[src/rtl/rv32_mod_bus_arbiter.sv]
`default_nettype none
// ============================================================================
// Module      : rv32_mod_bus_arbiter
// Description : Two-requester arbiter sharing one memory bus between the
//               instruction-fetch port and the load/store port. Registered
//               grant FSM, fixed data priority or round-robin tie-breaking,
//               and an optional per-transaction timeout that reports a bus
//               error to the waiting requester.
// Revision    : 1.0 - initial release
// ============================================================================
module rv32_mod_bus_arbiter #(
  parameter int DATA_PRIORITY = 1,  // 1: data wins ties; 0: round-robin
  parameter int TIMEOUT       = 0   // grant cycles before a forced error; 0 = off
) (
  input  logic        clk,
  input  logic        reset,
  // instruction fetch port
  input  logic        instr_req,
  input  logic [31:0] instr_addr,
  output logic        instr_ack,
  output logic        instr_err,
  output logic [31:0] instr_data_o,
  // load/store port
  input  logic        data_req,
  input  logic        data_wr,
  input  logic [3:0]  data_be,
  input  logic [31:0] data_addr,
  input  logic [31:0] data_data_i,
  output logic        data_ack,
  output logic        data_err,
  output logic [31:0] data_data_o,
  // shared memory bus
  output logic        mem_req,
  output logic        mem_wr,
  output logic [3:0]  mem_be,
  output logic [31:0] mem_addr,
  output logic [31:0] mem_data_o,
  input  logic        mem_ack,
  input  logic        mem_err,
  input  logic [31:0] mem_data_i
);

  typedef enum logic [1:0] {
    ST_IDLE  = 2'd0,
    ST_GNT_I = 2'd1,
    ST_GNT_D = 2'd2
  } state_t;

  state_t r_state;
  state_t w_state_nxt;
  logic   r_last_data;      // 1 when the data port was the last one served
  logic   w_last_data_nxt;
  logic   w_tmo;            // granted access has waited TIMEOUT cycles

  // Timeout counter exists only when the timeout is enabled; it restarts in
  // IDLE so every grant begins counting from zero.
  generate
    if (TIMEOUT > 0) begin : g_tmo
      localparam int c_CNT_W = $clog2(TIMEOUT + 1);
      logic [c_CNT_W-1:0] r_tcnt;

      assign w_tmo = (r_state != ST_IDLE) && (r_tcnt == c_CNT_W'(TIMEOUT));

      // Count grant cycles that have not yet completed.
      always_ff @(posedge clk) begin
        if (reset || (r_state == ST_IDLE)) begin
          r_tcnt <= '0;
        end else if (!w_tmo) begin
          r_tcnt <= r_tcnt + c_CNT_W'(1);
        end
      end
    end else begin : g_no_tmo
      assign w_tmo = 1'b0;
    end
  endgenerate

  // Grant state and round-robin history registers.
  always_ff @(posedge clk) begin
    if (reset) begin
      r_state     <= ST_IDLE;
      r_last_data <= 1'b0;
    end else begin
      r_state     <= w_state_nxt;
      r_last_data <= w_last_data_nxt;
    end
  end

  // Next-state decode plus bus/response muxing driven from the current grant.
  always_comb begin
    w_state_nxt     = r_state;
    w_last_data_nxt = r_last_data;
    mem_req         = 1'b0;
    mem_wr          = 1'b0;
    mem_be          = 4'h0;
    mem_addr        = 32'h0;
    mem_data_o      = 32'h0;
    instr_ack       = 1'b0;
    instr_err       = 1'b0;
    instr_data_o    = 32'h0;
    data_ack        = 1'b0;
    data_err        = 1'b0;
    data_data_o     = 32'h0;

    case (r_state)
      ST_IDLE: begin
        if (instr_req && data_req) begin
          // Tie: data wins outright, or the port not served last wins.
          w_state_nxt = ((DATA_PRIORITY != 0) || !r_last_data) ? ST_GNT_D : ST_GNT_I;
        end else if (data_req) begin
          w_state_nxt = ST_GNT_D;
        end else if (instr_req) begin
          w_state_nxt = ST_GNT_I;
        end
      end

      ST_GNT_I: begin
        mem_addr = instr_addr;
        mem_be   = 4'hF;
        if (!instr_req) begin
          // Requester abandoned the access: release the bus silently.
          w_state_nxt = ST_IDLE;
        end else begin
          mem_req      = !w_tmo;
          instr_data_o = mem_data_i;
          instr_err    = mem_err | w_tmo;
          instr_ack    = mem_ack & ~mem_err & ~w_tmo;
          if (mem_ack || mem_err || w_tmo) begin
            w_state_nxt     = ST_IDLE;
            w_last_data_nxt = 1'b0;
          end
        end
      end

      ST_GNT_D: begin
        mem_addr   = data_addr;
        mem_be     = data_be;
        mem_wr     = data_wr;
        mem_data_o = data_data_i;
        if (!data_req) begin
          w_state_nxt = ST_IDLE;
        end else begin
          mem_req     = !w_tmo;
          data_data_o = mem_data_i;
          data_err    = mem_err | w_tmo;
          data_ack    = mem_ack & ~mem_err & ~w_tmo;
          if (mem_ack || mem_err || w_tmo) begin
            w_state_nxt     = ST_IDLE;
            w_last_data_nxt = 1'b1;
          end
        end
      end

      default: begin
        w_state_nxt = ST_IDLE;
      end
    endcase
  end

endmodule
`default_nettype wire

[config.mk]
export PLATFORM = sky130hd
export DESIGN_NAME = rv32_mod_bus_arbiter
export DESIGN_NICKNAME = d
export VERILOG_FILES = /design/src/rtl/rv32_mod_bus_arbiter.sv
export SDC_FILE = /design/constraint.sdc
export NUM_CORES = 1
export LEC_CHECK = 0
export BUFFER_PORTS_ARGS = -buffer_cell sky130_fd_sc_hd__buf_2
export CAP_MARGIN = 25
export CORE_AREA = 5 5 104 106
export DETAILED_ROUTE_END_ITERATION = 10
export DIE_AREA = 0 0 109 111
export GPL_TIMING_DRIVEN = 0
export PLACE_DENSITY = 0.54
export SYNTH_ARGS = -nofsm -noshare
export SYNTH_HDL_FRONTEND = slang
export SYNTH_SLANG_ARGS = --single-unit
export TNS_END_PERCENT = 100
[constraint.sdc]
create_clock -name clk -period 1.8 [get_ports clk]
set_input_delay 0.09 -clock clk [delete_from_list [all_inputs] [get_ports clk]]
set_output_delay 0.09 -clock clk [all_outputs]
set_load 0.02 [all_outputs]
; Yosys cells after proc, flatten, opt, wreduce, memory -nomap -nowiden
; Cells that the tools add are included.
[word_totals]
register_bits = 2
latch_bits = 0
mem_bits_rw = 0
rom_bits = 0
input_bits = 139
out_inout_bits = 138
word_cells = 35
memories = 0
[op_classes]
n_addsub = 0
n_mul = 0
div = 0
n_lt_le_gt_ge = 0
eq_ne = 3
n_shift = 0
mux = 26
n_bitwise = 2
n_reduce_logical = 3
[ops]
columns = operator, count
row1 = 32-bit 2-to-1 mux, 5
row2 = 32-bit one-hot mux with 2 select lines, 1
row3 = 2-bit 2-to-1 mux, 6
row4 = 1-bit 2-to-1 mux, 11
row5 = 4-bit one-hot mux with 2 select lines, 1
row6 = 2-bit one-hot mux with 3 select lines, 1
row7 = 4-bit != test (second input constant), 1
row8 = 2-bit by 1-bit == test with 1-bit output (second input constant), 1
row9 = 2-bit == test (second input constant), 1
row10 = 2-bit logical NOT, 1
row11 = 1-bit one-hot mux with 2 select lines, 1
row12 = 1-bit bitwise AND, 1
row13 = 1-bit logical AND, 1
row14 = 1-bit logical OR, 1
row15 = 1-bit NOT, 1

; Longest topological paths before layout
[depth]
ltp_word = 4
ltp_mapped = 6
mapped_depth_nobuf = 5

; Worst setup path after synthesis
; Ideal clock, no wire load.
[synth_timing]
path_kind = register -> output
from = register r_state[0]
to = output data_data_o[10]
arrival_time_ns = 1.388
t_required_ns = 1.710
slack_ns = 0.322
stages_incl_launch_ff = 7
path_buffers = 3
path_cell_list = dfxtp_1 inv_1 ha_1 buf_2 buf_4 clkbuf_1 and3_1
[synth_between]
elab_chain_len = 2
[synth_rtl]
columns = element, line
row1 = "start, declared", 49  ; state_t r_state;
row2 = "start signal, assigned", 83  ; r_state <= w_state_nxt;
row3 = 2-bit == test, 104  ; case (r_state)
row4 = 32-bit 2-to-1 mux, 104
row5 = "end, declared", 31  ; output logic [31:0] data_data_o,
; No other way between the ends.

; Final worst setup path
[layout_timing]
from = register r_state[1]
to = output instr_data_o[30]
[layout_between]
elab_chain_len = 2
[layout_rtl]
columns = element, line
row1 = 2-bit by 1-bit == test with 1-bit output, 104
row2 = 32-bit 2-to-1 mux, 104
row3 = "end, declared", 22  ; output logic [31:0] instr_data_o,
; No other way between the ends.

==> reports/results.txt <==
The run finished with clean final reports. The routed via count was 2763; the number of warnings printed during yosys synthesis was 0. The tools report the weighted congestion at the end of routability-driven global placement as 0.8115. The run gives 14.37 mm as the global-route wire length before repair. Hold repair after CTS inserted 0 buffers. The number of placed instances, taps included, is 633.

The biggest area consumer among synthesized cells was and3_1. The final-report hold violation count is 0, and the worst endpoint data arrival time is 1650 ps. The number of setup buffers added after CTS is 0. The adder and majority gate portion of the synthesized area is 3.457%. Root buffer selected by CTS: clkbuf_8. TritonCTS built the clock tree. On the critical path the largest part of the delay comes from buffers and inverters. The number of max-slew violations in the final report is 0. The highest metal layer carrying signal wires in the routed design is met4.

The maximum fanout along the worst path is 10, and the overall overflow remaining after global route is 0. STA puts the critical path data required time at 1710 ps. Counting flops with an async set or reset pin after synthesis yields a share of 0%. The count of nets left with antenna violations once routing finished came out at 0.

The fraction of synthesized cell area taken by the top area cell type was 28.52%. The initial antenna violation count is 0, and the internal power contribution is 530.8 uW. In this run the deepest clock path goes through 2 buffers. The post-synthesis register bit count is 2, and the met2 wire length is 5.155 mm. After synthesis, the largest family of logic cells by area is simple AND/OR/NAND/NOR gates. Number of placement rows: 36. The worst setup path is launched from a register. Summing the areas of all compound-gate instances in the mapped netlist gives 21.09% of the synthesized area. The clock period could shrink to 1739 ps. For this design, the sink count on the clock tree is 2. The logs give 277 for the number of top-level design ports and 637 for the filler-free cell count of the finished design. The synthesized netlist occupies a cell area of 0.001448 sq mm. The part of the cycle the worst path needs was 96.61%. For the final sum of negative setup slack, the log shows 0 ps. The sort of element at the end of the critical path is an output port. Power comes to 969.5 uW. Between clock sinks in the finished design, the worst skew comes to 1.967 ps.

The die height is 111 um, and the count of unresolved DRC violations after routing is 0. VDD sags by at most 159.8 uV. Yosys attributes the largest share of cell area to and3_1 29%, a22oi_1 17%, nor2b_1 16%. Of the total synthesized cell area, the portion taken by AND, OR, NAND and NOR gates is 61.62%. The max capacitance violation total came out at 0. For the number of distinct standard cells referenced by the synthesized netlist, the log shows 23.

Traced cell by cell, the critical path runs through inv_1, ha_1, buf_6, buf_6, buf_4, and3_1, buf_2. The run gives 8.798 mm as the detailed placement HPWL. Final hold analysis gives a worst-case slack of 63.35 ps. The worst path buffer plus inverter count works out to 5. Total iterations of the first detailed-routing run: 4. The number of nets in the synthesized netlist is 369.

Cell occurring most often along the worst timing path: buf_6. Summed over all cells, the static leakage comes to 2.093 nW. For the logic gate share of total power, the log shows 76.9%. The net switching power of the design is 438.8 uW.

For the worst-skew pair, the clock arrives at the later sink with an insertion delay of 200 ps. The tools report the maximum level of the CTS H-tree as 1. The post-route netlist has 60.64% of its cells at a drive strength greater than 1.

The floorplan step defined a die boundary enclosing 0.01210 sq mm. The core region is 0.009684 sq mm. The chip width works out to 109 um. In the post-route analysis, the smallest setup slack over all paths is 61.08 ps. The largest registers in the layout are r_state x2. Power density over the cells: 307.9 mW/mm^2. The logs give 76.19% for the worst max-slew margin expressed relative to the limit and 11 for the maximum number of pins on one net before global-route repair.

After clock tree synthesis, the clock-pin slew on the worst setup and hold paths is 30 ps. Of the synthesized area, sequential elements account for 2.766%. The routed wirelength normalized by instance count is 15.75 um. Number of global-route vias before repair: 2803. The routed length on met1 was 3.742 mm; the synthesized-area fraction occupied by xor and xnor cells was 0%. The register with the most flip-flops in the layout has 2 of them.

The detailed-route wire length came out at 10.03 mm. The tools report the first-iteration detailed-routing DRC count as 143. The register with the most flip-flops is r_state. The run gives 0 as the setup violation total in the final timing report. Detailed routing placed a total of 1.052 mm of wire on met3. The net switching fraction of the power was 45.25%; the number of buffers created by CTS was 3. Averaged over all synthesized cells, the footprint is 6.405 sq um.

Setup repair after global routing could not meet its margin everywhere. The post-synthesis mux area share was 0.6914%. Worst min-delay path category: in -> reg. The post-detailed-placement cell area is 0.002985 sq mm. For the proportion of power drawn by flip-flops and latches, the log shows 5.5%. The slowest stage of the critical path belongs to the cell dfxtp_2. The total routing resource utilization after global routing is 14.61%. The run gives 0.003149 sq mm as the final instance area. Among all flip-flop cells after synthesis, the most frequent one is dfxtp_1. The critical path class is reg -> out. The per-cell via count in the routed design was 4.338; the count of flip-flops with a built-in enable after synthesis was 0.

The share of total power dissipated in the clock network is 17.6%. On the worst path, the slowest cell contributes a delay of 340 ps. From synthesis to final layout, the design area changed by 117.5%. At the placement stage, the worst setup path has a slack of -102.4 ps. Transition at the pin with the smallest max-transition slack: 357.1 ps. Derived from the worst setup path, the maximum achievable clock frequency is 575.1 MHz.

The count of buffers added on input and output ports is 274. The net count of the finished layout is 648. The initial utilization of the core area, before any placement, comes to 14.95%. The final cell utilization of the core came out at 32.52%.

The instance count of the mapped netlist came out at 226.
cell families after synthesis:
logic type / Yosys count
adder cells (fa/ha/maj): 4
AND/OR/NAND/NOR: 144
AO/OA/AOI/OAI: 42
buffers and inverters: 33
flip-flops: 2
multiplexers: 1
cell usage in the layout (no fill, tap or decap), types with 2 or more instances in the layout:
| cell type | n |
|---|---|
| buf_4 | 15 |
| buf_8 | 2 |
| nor2_1 | 2 |
| a22oi_1 | 32 |
| clkbuf_1 | 7 |
| nand2_1 | 3 |
| a21oi_1 | 5 |
| and3_1 | 66 |
| ha_1 | 2 |
| buf_6 | 3 |
| inv_1 | 2 |
| a211oi_1 | 2 |
| and2_1 | 33 |
| nor2b_1 | 37 |
| ha_4 | 2 |
| buf_2 | 265 |
| clkbuf_8 | 3 |
| clkbuf_2 | 5 |
| dfxtp_2 | 2 |
| clkbuf_4 | 6 |
power by group through the flow:
stage	logic [mW]	clock network, mW	registers [mW]
2_1_floorplan	0.385	0	0.0510
3_5_place_dp	0.709	0	0.0521
6_report	0.745	0.171	0.0537
3_3_place_gp	0.697	0	0.0517
4_1_cts	0.731	0.173	0.0516
5_1_grt	0.812	0.179	0.0539
cell type report:
class / instances / area [sq um]
flip-flops and latches: 2 / 42.54
fillers: 1086 / 6535
repair buffers: 274 / 1396
multi-input cells: 191 / 1282
plain buffers: 30 / 206.4
clock buffers: 3 / 41.29
inverters: 3 / 11.26
well taps: 133 / 166.4
diodes: 1 / 2.502
path summary, 6_finish.rpt:
| check | slack, ps | endpoint | start | cells past startpoint |
|---|---|---|---|---|
| min reg2reg | 560 | r_state[1] | r_state[1] | 2 |
| min | 60 | r_state[0] | reset | 2 |
| max reg2reg | 240 | r_state[1] | r_state[1] | 6 |
| max | 60 | instr_data_o[30] | r_state[1] | 7 |
synth_stat cells, types with 3 or more instances:
library cell / number
buf_2: 3
ha_1: 4
a22oi_1: 32
nor2b_1: 37
a21oi_1: 5
and3_1: 66
nand2_1: 3
clkbuf_1: 22
inv_1: 3
and2_1: 33
timing repair:
item                       4_1_cts  5_1_grt
setup endpoints to repair      107      119
hold endpoints to repair         0        0
gates resized for setup         24       37
routing by layer:
| layer | global-route usage [%] | vias to the layer above |
|---|---|---|
| met2 | 29.40 | 165 |
| li1 | - | 1361 |
| met5 | 0 | - |
| met3 | 2.446 | 4 |
| met1 | 15.87 | 1233 |
| met4 | 1.515 | 0 |
Note: power is estimated with default switching activity, not from simulation.
